File: src/rtl/shift_left_seq.sv
// shift_left_seq: multi-cycle logical left shifter, one bit per clock, with
// start/busy/done handshake plus carry (last bit out of MSB) and zero flags.
module shift_left_seq #(
    parameter int WIDTH = 8,
    parameter int CNT_W = 4
) (
    input  logic             clk,
    input  logic             rst_n,
    input  logic             start,
    input  logic [WIDTH-1:0] A,
    input  logic [CNT_W-1:0] Shift,
    output logic             busy,
    output logic             done,
    output logic [WIDTH-1:0] ASL,
    output logic             carry_out,
    output logic             zero
);
    typedef enum logic [1:0] {IDLE, SHIFT, DONE} state_t;
    state_t           state, state_nx;
    logic [WIDTH-1:0] sreg;
    logic [CNT_W-1:0] cnt;
    logic             carry;
    logic             accept;
    assign accept = (state == IDLE) && start;
    always_ff @(posedge clk or negedge rst_n) begin
        if (!rst_n) state <= IDLE;
        else        state <= state_nx;
    end
    always_comb begin
        state_nx = state;
        if (accept)                                  state_nx = (Shift != '0) ? SHIFT : DONE;
        else if (state == SHIFT && cnt == CNT_W'(1)) state_nx = DONE;
        else if (state == DONE)                      state_nx = IDLE;
    end
    // No early exit when sreg empties: latency depends only on the shift amount.
    always_ff @(posedge clk or negedge rst_n) begin
        if (!rst_n) begin
            sreg  <= '0;
            cnt   <= '0;
            carry <= 1'b0;
        end else if (accept) begin
            sreg  <= A;
            cnt   <= Shift;
            carry <= 1'b0;
        end else if (state == SHIFT) begin
            sreg  <= {sreg[WIDTH-2:0], 1'b0};
            carry <= sreg[WIDTH-1];
            cnt   <= cnt - CNT_W'(1);
        end
    end
    assign busy      = (state != IDLE);
    assign done      = (state == DONE);
    assign ASL       = sreg;
    assign carry_out = carry;
    assign zero      = (sreg == '0);
endmodule

File: config.mk
export PLATFORM = sky130hd
export DESIGN_NAME = shift_left_seq
export DESIGN_NICKNAME = d
export VERILOG_FILES = /design/src/rtl/shift_left_seq.sv
export SDC_FILE = /design/constraint.sdc
export NUM_CORES = 1
export LEC_CHECK = 0
export CAP_MARGIN = 20
export CORE_MARGIN = 2
export CORE_UTILIZATION = 46
export CTS_BUF_LIST = sky130_fd_sc_hd__clkbuf_4
export DETAILED_ROUTE_END_ITERATION = 8
export GPL_TIMING_DRIVEN = 0
export PLACE_DENSITY = 0.91
export RECOVER_POWER = 50
export SYNTH_ARGS = -nofsm -noshare
export SYNTH_HDL_FRONTEND = slang
export SYNTH_SLANG_ARGS = --single-unit
File: constraint.sdc
create_clock -name clk -period 1.55 [get_ports clk]
set_input_delay 0.31 -clock clk [delete_from_list [all_inputs] [get_ports clk]]
set_output_delay 0.31 -clock clk [all_outputs]
set_load 0.05 [all_outputs]
# After elaboration in Yosys (flattened, before gate mapping)
# Cells that the tools add are included.
totals:
  inputBits: 15
  ff_bits: 15
  latch_bits: 0
  mem_bits_rw: 0
  out_inout_bits: 12
  mem_bits_ro: 0
  mem_count: 0
op_classes:
  bitwise: 0
  n_mux: 10
  magnitude_cmp: 0
  n_reduce_logical: 8
  n_div: 0
  multipliers: 0
  add_sub_neg: 1
  n_shift: 0
  eq_ne: 3
op_table:
  columns: ["cell", "count"]
  rows:
  - ["$mux W8", 2]
  - ["$logic_not A8 Y1", 1]
  - ["$mux W2", 4]
  - ["$mux W4", 2]
  - ["$eq A4 B1 Y1 const B", 1]
  - ["$reduce_bool A2 Y1", 2]
  - ["$reduce_bool A4 Y1", 1]
  - ["$sub A4 B1 Y4 const B", 1]
  - ["$reduce_bool A3 Y1", 1]
  - ["$eq A2 B1 Y1 const B", 1]
  - ["$eq A2 B2 Y1 const B", 1]
  - ["$logic_and A1 B1 Y1", 2]
  - ["$logic_not A2 Y1", 1]
  - ["$mux W1", 2]

# Depth between registers and ports, before layout
depth:
  word_depth: 4
  ltp_mapped: 5
  ltp_nobuf: 5

# Worst setup path before layout
# OpenSTA, ideal clock, no wires.
synth_path:
  path_type: "reg-to-output"
  start: "register sreg[1], in the netlist ASL[1]"
  end: "output port zero"
  t_required_ps: 1240
  arrival_time_ps: 1805
  setup_slack_ps: -565
  stages_incl_launch_ff: 3
  path_buffers: 0
  cell_sequence: "dfrtp_1 or4_1 nor2_1"
synth_via:
  elab_chain_len: 1
synth_rtl:
  columns: ["element", "line_no", "rtl"]
  rows:
  - ["start: declaration", "20", "logic [WIDTH-1:0] sreg;"]
  - ["start signal: assignment", "46", "sreg <= {sreg[WIDTH-2:0], 1'b0};"]
  - ["$logic_not A8 Y1", "55", "assign zero = (sreg == '0);"]
  - ["end: declaration", "16", "output logic zero"]
# No other way between the ends.

# Worst setup path after layout
layout_path:
  start: "register sreg[4], in the netlist ASL[4]"
  end: "output port zero"
# The elaborated chain is that of the path after synthesis.

==> out/results.env <==
OUTCOME='finished, violations left'
VIOLATIONS='setup timing'
COUNT_OF_DISTINCT_CELL_TYPES_IN_THE_SYNTHESIZED_NETLIST=27
SWITCHING_POWER_mW=1.290
CTS.SINKS=15
SEQ_POWER_SHARE_PCT=28.7
LAYOUT_SETUP_WS_NS=-0.3069
WORSTPATHREQUIRED_NS=1.24
PLACE_HPWL_UM=1475
POWER_LEAKAGE_nW=0.4869
NUMBER_OF_SEARCH_AND_REPAIR_ITERATIONS_IN_THE_FIRST_DETAILED_ROUTING_PASS=4
SYNTH_FP_NETS=102
DIE_H_UM=45.69
NUMBER_OF_ANTENNA_VIOLATIONS_AT_THE_FIRST_CHECK_IN_GLOBAL_ROUTING=0
MAX-CAP-VIOLATIONS=0
SLEW_VIOLATIONS=0
MAX_FREQ_MHz=538.5
INSERTION_DELAY_NS=0.29
POSTSYNTH.TOPFLOPCELL='sky130_fd_sc_hd__dfrtp_1'
SYNTH_AREA_LEADERS='sky130_fd_sc_hd__dfrtp_1 (47%), sky130_fd_sc_hd__o21ai_0 (6.9%), sky130_fd_sc_hd__a22oi_1 (6.6%)'
CTS_BUFFERS=3
NNETSFINAL=135
MAX-SLEW-MARGIN-REL_PCT=54.81
DIE-AREA_SQ_UM=2088
WL_PER_CELL_UM=15.24
VDD_IR_MAX_mV=0.9497
PRE_CTS_SLACK_NS=-0.6138
CORE.ROWCOUNT=15
FIN_SETUP_TNS_NS=-0.3579
DETAIL_ROUTE_ANTENNA_NETS=0
NUMBER_OF_ANTENNA_DIODES=0
GLOBALPLACE.CONGESTION=0.8062
FILLCELLCOUNT=123
YS_TOP_CELLS_BY_COUNT='sky130_fd_sc_hd__dfrtp_1 (15), sky130_fd_sc_hd__nand2_1 (11), sky130_fd_sc_hd__o21ai_0 (11)'
CRIT_TYPE='flip-flop to output port'
ROUTE.DETAILED.VIAS_PER_INST=5.634
GRT_PASS1_WL_UM=3249
HOLD_BUFFERS=0
SYNTH_EDF_COUNT=0
DESIGN.CORE.AREA_SQ_UM=1670
SEQUENTIAL_CELL_AREA_FRACTION_IN_THE_YOSYS_REPORT_PCT=46.95
CP-START-KIND='flip-flop'
ASYNC_RESET_FF_SHARE_PCT=100.0
CTS_TREE='yes'
FIN_AREA_SQ_UM=1135
POST-SYNTH-TOP-AREA-FRACTION_PCT=46.95
CRITICAL_PATH_PEAK_FANOUT=4
FLOORPLAN.INITIALDENSITY_PCT=47.87
YS_FF_LATCH=15
PORT_BUFFERS=26
CLK_PIN_SLEW_NS=0.10
LARGEST_NET_DEGREE_AT_THE_START_OF_GLOBAL_ROUTING=16
FIN_WORST_HOLD_SLACK_NS=0.4829
REMAINING_DRC_ERRORS=0
DETAILED_PLACE.AREA_SQ_UM=1106
CP-END-KIND='output port'
SYNTH.LARGEST_AREA_CELL='sky130_fd_sc_hd__dfrtp_1'
LAYOUT-DRIVE-GT1-SHARE_PCT=26.50
SWITCHING_SHARE_PCT=49.66
FINALCRITICALPERIOD_NS=1.857
FINALHOLDVIOLATIONS=0
SYN-CELL-AREA_SQ_UM=799.5
COMB_POWER_SHARE_PCT=62.0
PLACED_CELLS_INCL_TAPS=128
SYNTHESIS.INSTANCES=85
GLOBAL_ROUTE.USAGE.TOTAL_PCT=22.06
FINALCOREUTILIZATION_PCT=67.94
SYNTHTOLAYOUTAREAGROWTH_PCT=41.94
NUMBER_OF_TOP_LEVEL_DESIGN_PORTS=27
GLOBALROUTE.TOTALOVERFLOW=0
SYNTH.AVG_CELL_AREA_SQ_UM=9.406
CLOCKBUFFERDEPTH=2
LAYOUT.CELLS.NON_FILLER=134
MULTI_INPUT_AREA_SQ_UM=395.4
FIRST_GLOBAL_VIAS=746
POWER.CLOCK.FRACTION_PCT=9.3
POWER.DENSITY_nW_PER_UM2=2288
CTS.HTREE.LEVELS=1
SYNTHMOSTINSTANTIATEDCELL='sky130_fd_sc_hd__dfrtp_1'
VIA_COUNT=755
WORSTHOLDPATHTYPE='input pin to asynchronous set/reset pin'
P_TOTAL_mW=2.597
RSZ0062_AT_GRT='yes'
POST-ROUTE-PERIOD-UTIL_PCT=119.8
PINT_mW=1.307
SETUP_VIOL=2
WORST_SLEW_PIN_SLEW_NS=0.6757
YS_WARN_COUNT=0
POSTROUTEWIRELENGTH_UM=2042
WORST_CLOCK_SKEW_ON_THE_FINAL_LAYOUT_NS=0.003888
DRT_ITER0_MARKERS=19
CRIT_ARRIVAL_NS=1.55
CLOCK_TREE.ROOT_CELL='sky130_fd_sc_hd__clkbuf_4'
REGISTER_TO_REGISTER_SETUP_SLACK_NS=0.02
DIE_W_UM=45.69
SEQUENTIAL_CELL_AREA_SQ_UM=384.1
==> power by group through the flow <==
stage	Sequential [mW]	Combinational, mW	Clock, mW
after detailed placement	0.746	1.60	0
after global routing	0.763	1.75	0.254
after global placement	0.733	1.57	0
after CTS	0.730	1.66	0.242
after floorplan	1.00	0.859	0
final	0.746	1.61	0.241
==> flip-flops by register name, summed over array words and instances, names as in the netlist <==
name / count
ASL: 8
cnt: 4
state: 2
carry_out: 1
==> worst max-delay path, cell delays in order (launching register included) <==
cell and delay (ns):
sky130_fd_sc_hd__dfrtp_2 0.44, sky130_fd_sc_hd__or4_4 0.54, sky130_fd_sc_hd__nor2_4 0.13, sky130_fd_sc_hd__buf_8 0.15
==> metal layers <==
| metal | part of all wire, % | track usage (%) | vias up |
|---|---|---|---|
| li1 | - | - | 372 |
| met1 | 43 | 25.13 | 354 |
| met2 | 51 | 40.56 | 25 |
| met3 | 4.1 | 4.762 | 4 |
| met4 | 1.6 | 6.857 | 0 |
| met5 | 0 | 0 | - |
==> kinds of logic (layout without fill, tap and decap cells) <==
logic type	count (synthesis)	after routing	synth area share, %
AO/OA/AOI/OAI	32	32	27.08
buffers and inverters	10	42	6.102
flip-flops	15	15	46.95
adder cells (fa/ha/maj)	2	2	3.129
AND/OR/NAND/NOR	26	26	16.75
==> cell type report <==
class                      instances  area share (%)
clock inverter                     1          0.4410
inverter                           5           1.654
tap                               17           1.874
clock buffer                       3           1.985
buffer                             3           1.213
sequential                        15           33.85
timing repair buffer              30           24.15
multi-input combinational         60           34.84
==> final timing paths <==
path	startpoint	to	cells after the start
min in group clk	carry_out	carry_out	1
hold reg to reg	carry_out	carry_out	1
max in group asynchronous	rst_n	ASL[4]	1
hold / removal	rst_n	carry_out	1
setup / recovery	ASL[4]	zero	3
setup reg to reg	state[0]	cnt[3]	5
==> what timing repair did <==
item / CTS / global route
setup endpoints to repair: 12 / 10
buffers inserted: 4 / 0
resized for setup: 35 / 11
==> cell usage in the layout (no fill, tap or decap), drive strengths merged, types with 2 or more instances in the layout <==
cell	n
clkbuf	9
dfrtp	15
a21oi	5
clkdlybuf4s15	2
dlygate4sd3	2
clkdlybuf4s50	12
dlygate4sd2	3
a22oi	7
o21ai	11
buf	8
nand2	11
o2bb2a	2
or4	3
inv	5
nor2b	3
nand3	2
nor2	3
ha	2
Power figures use the tool's default switching activity.
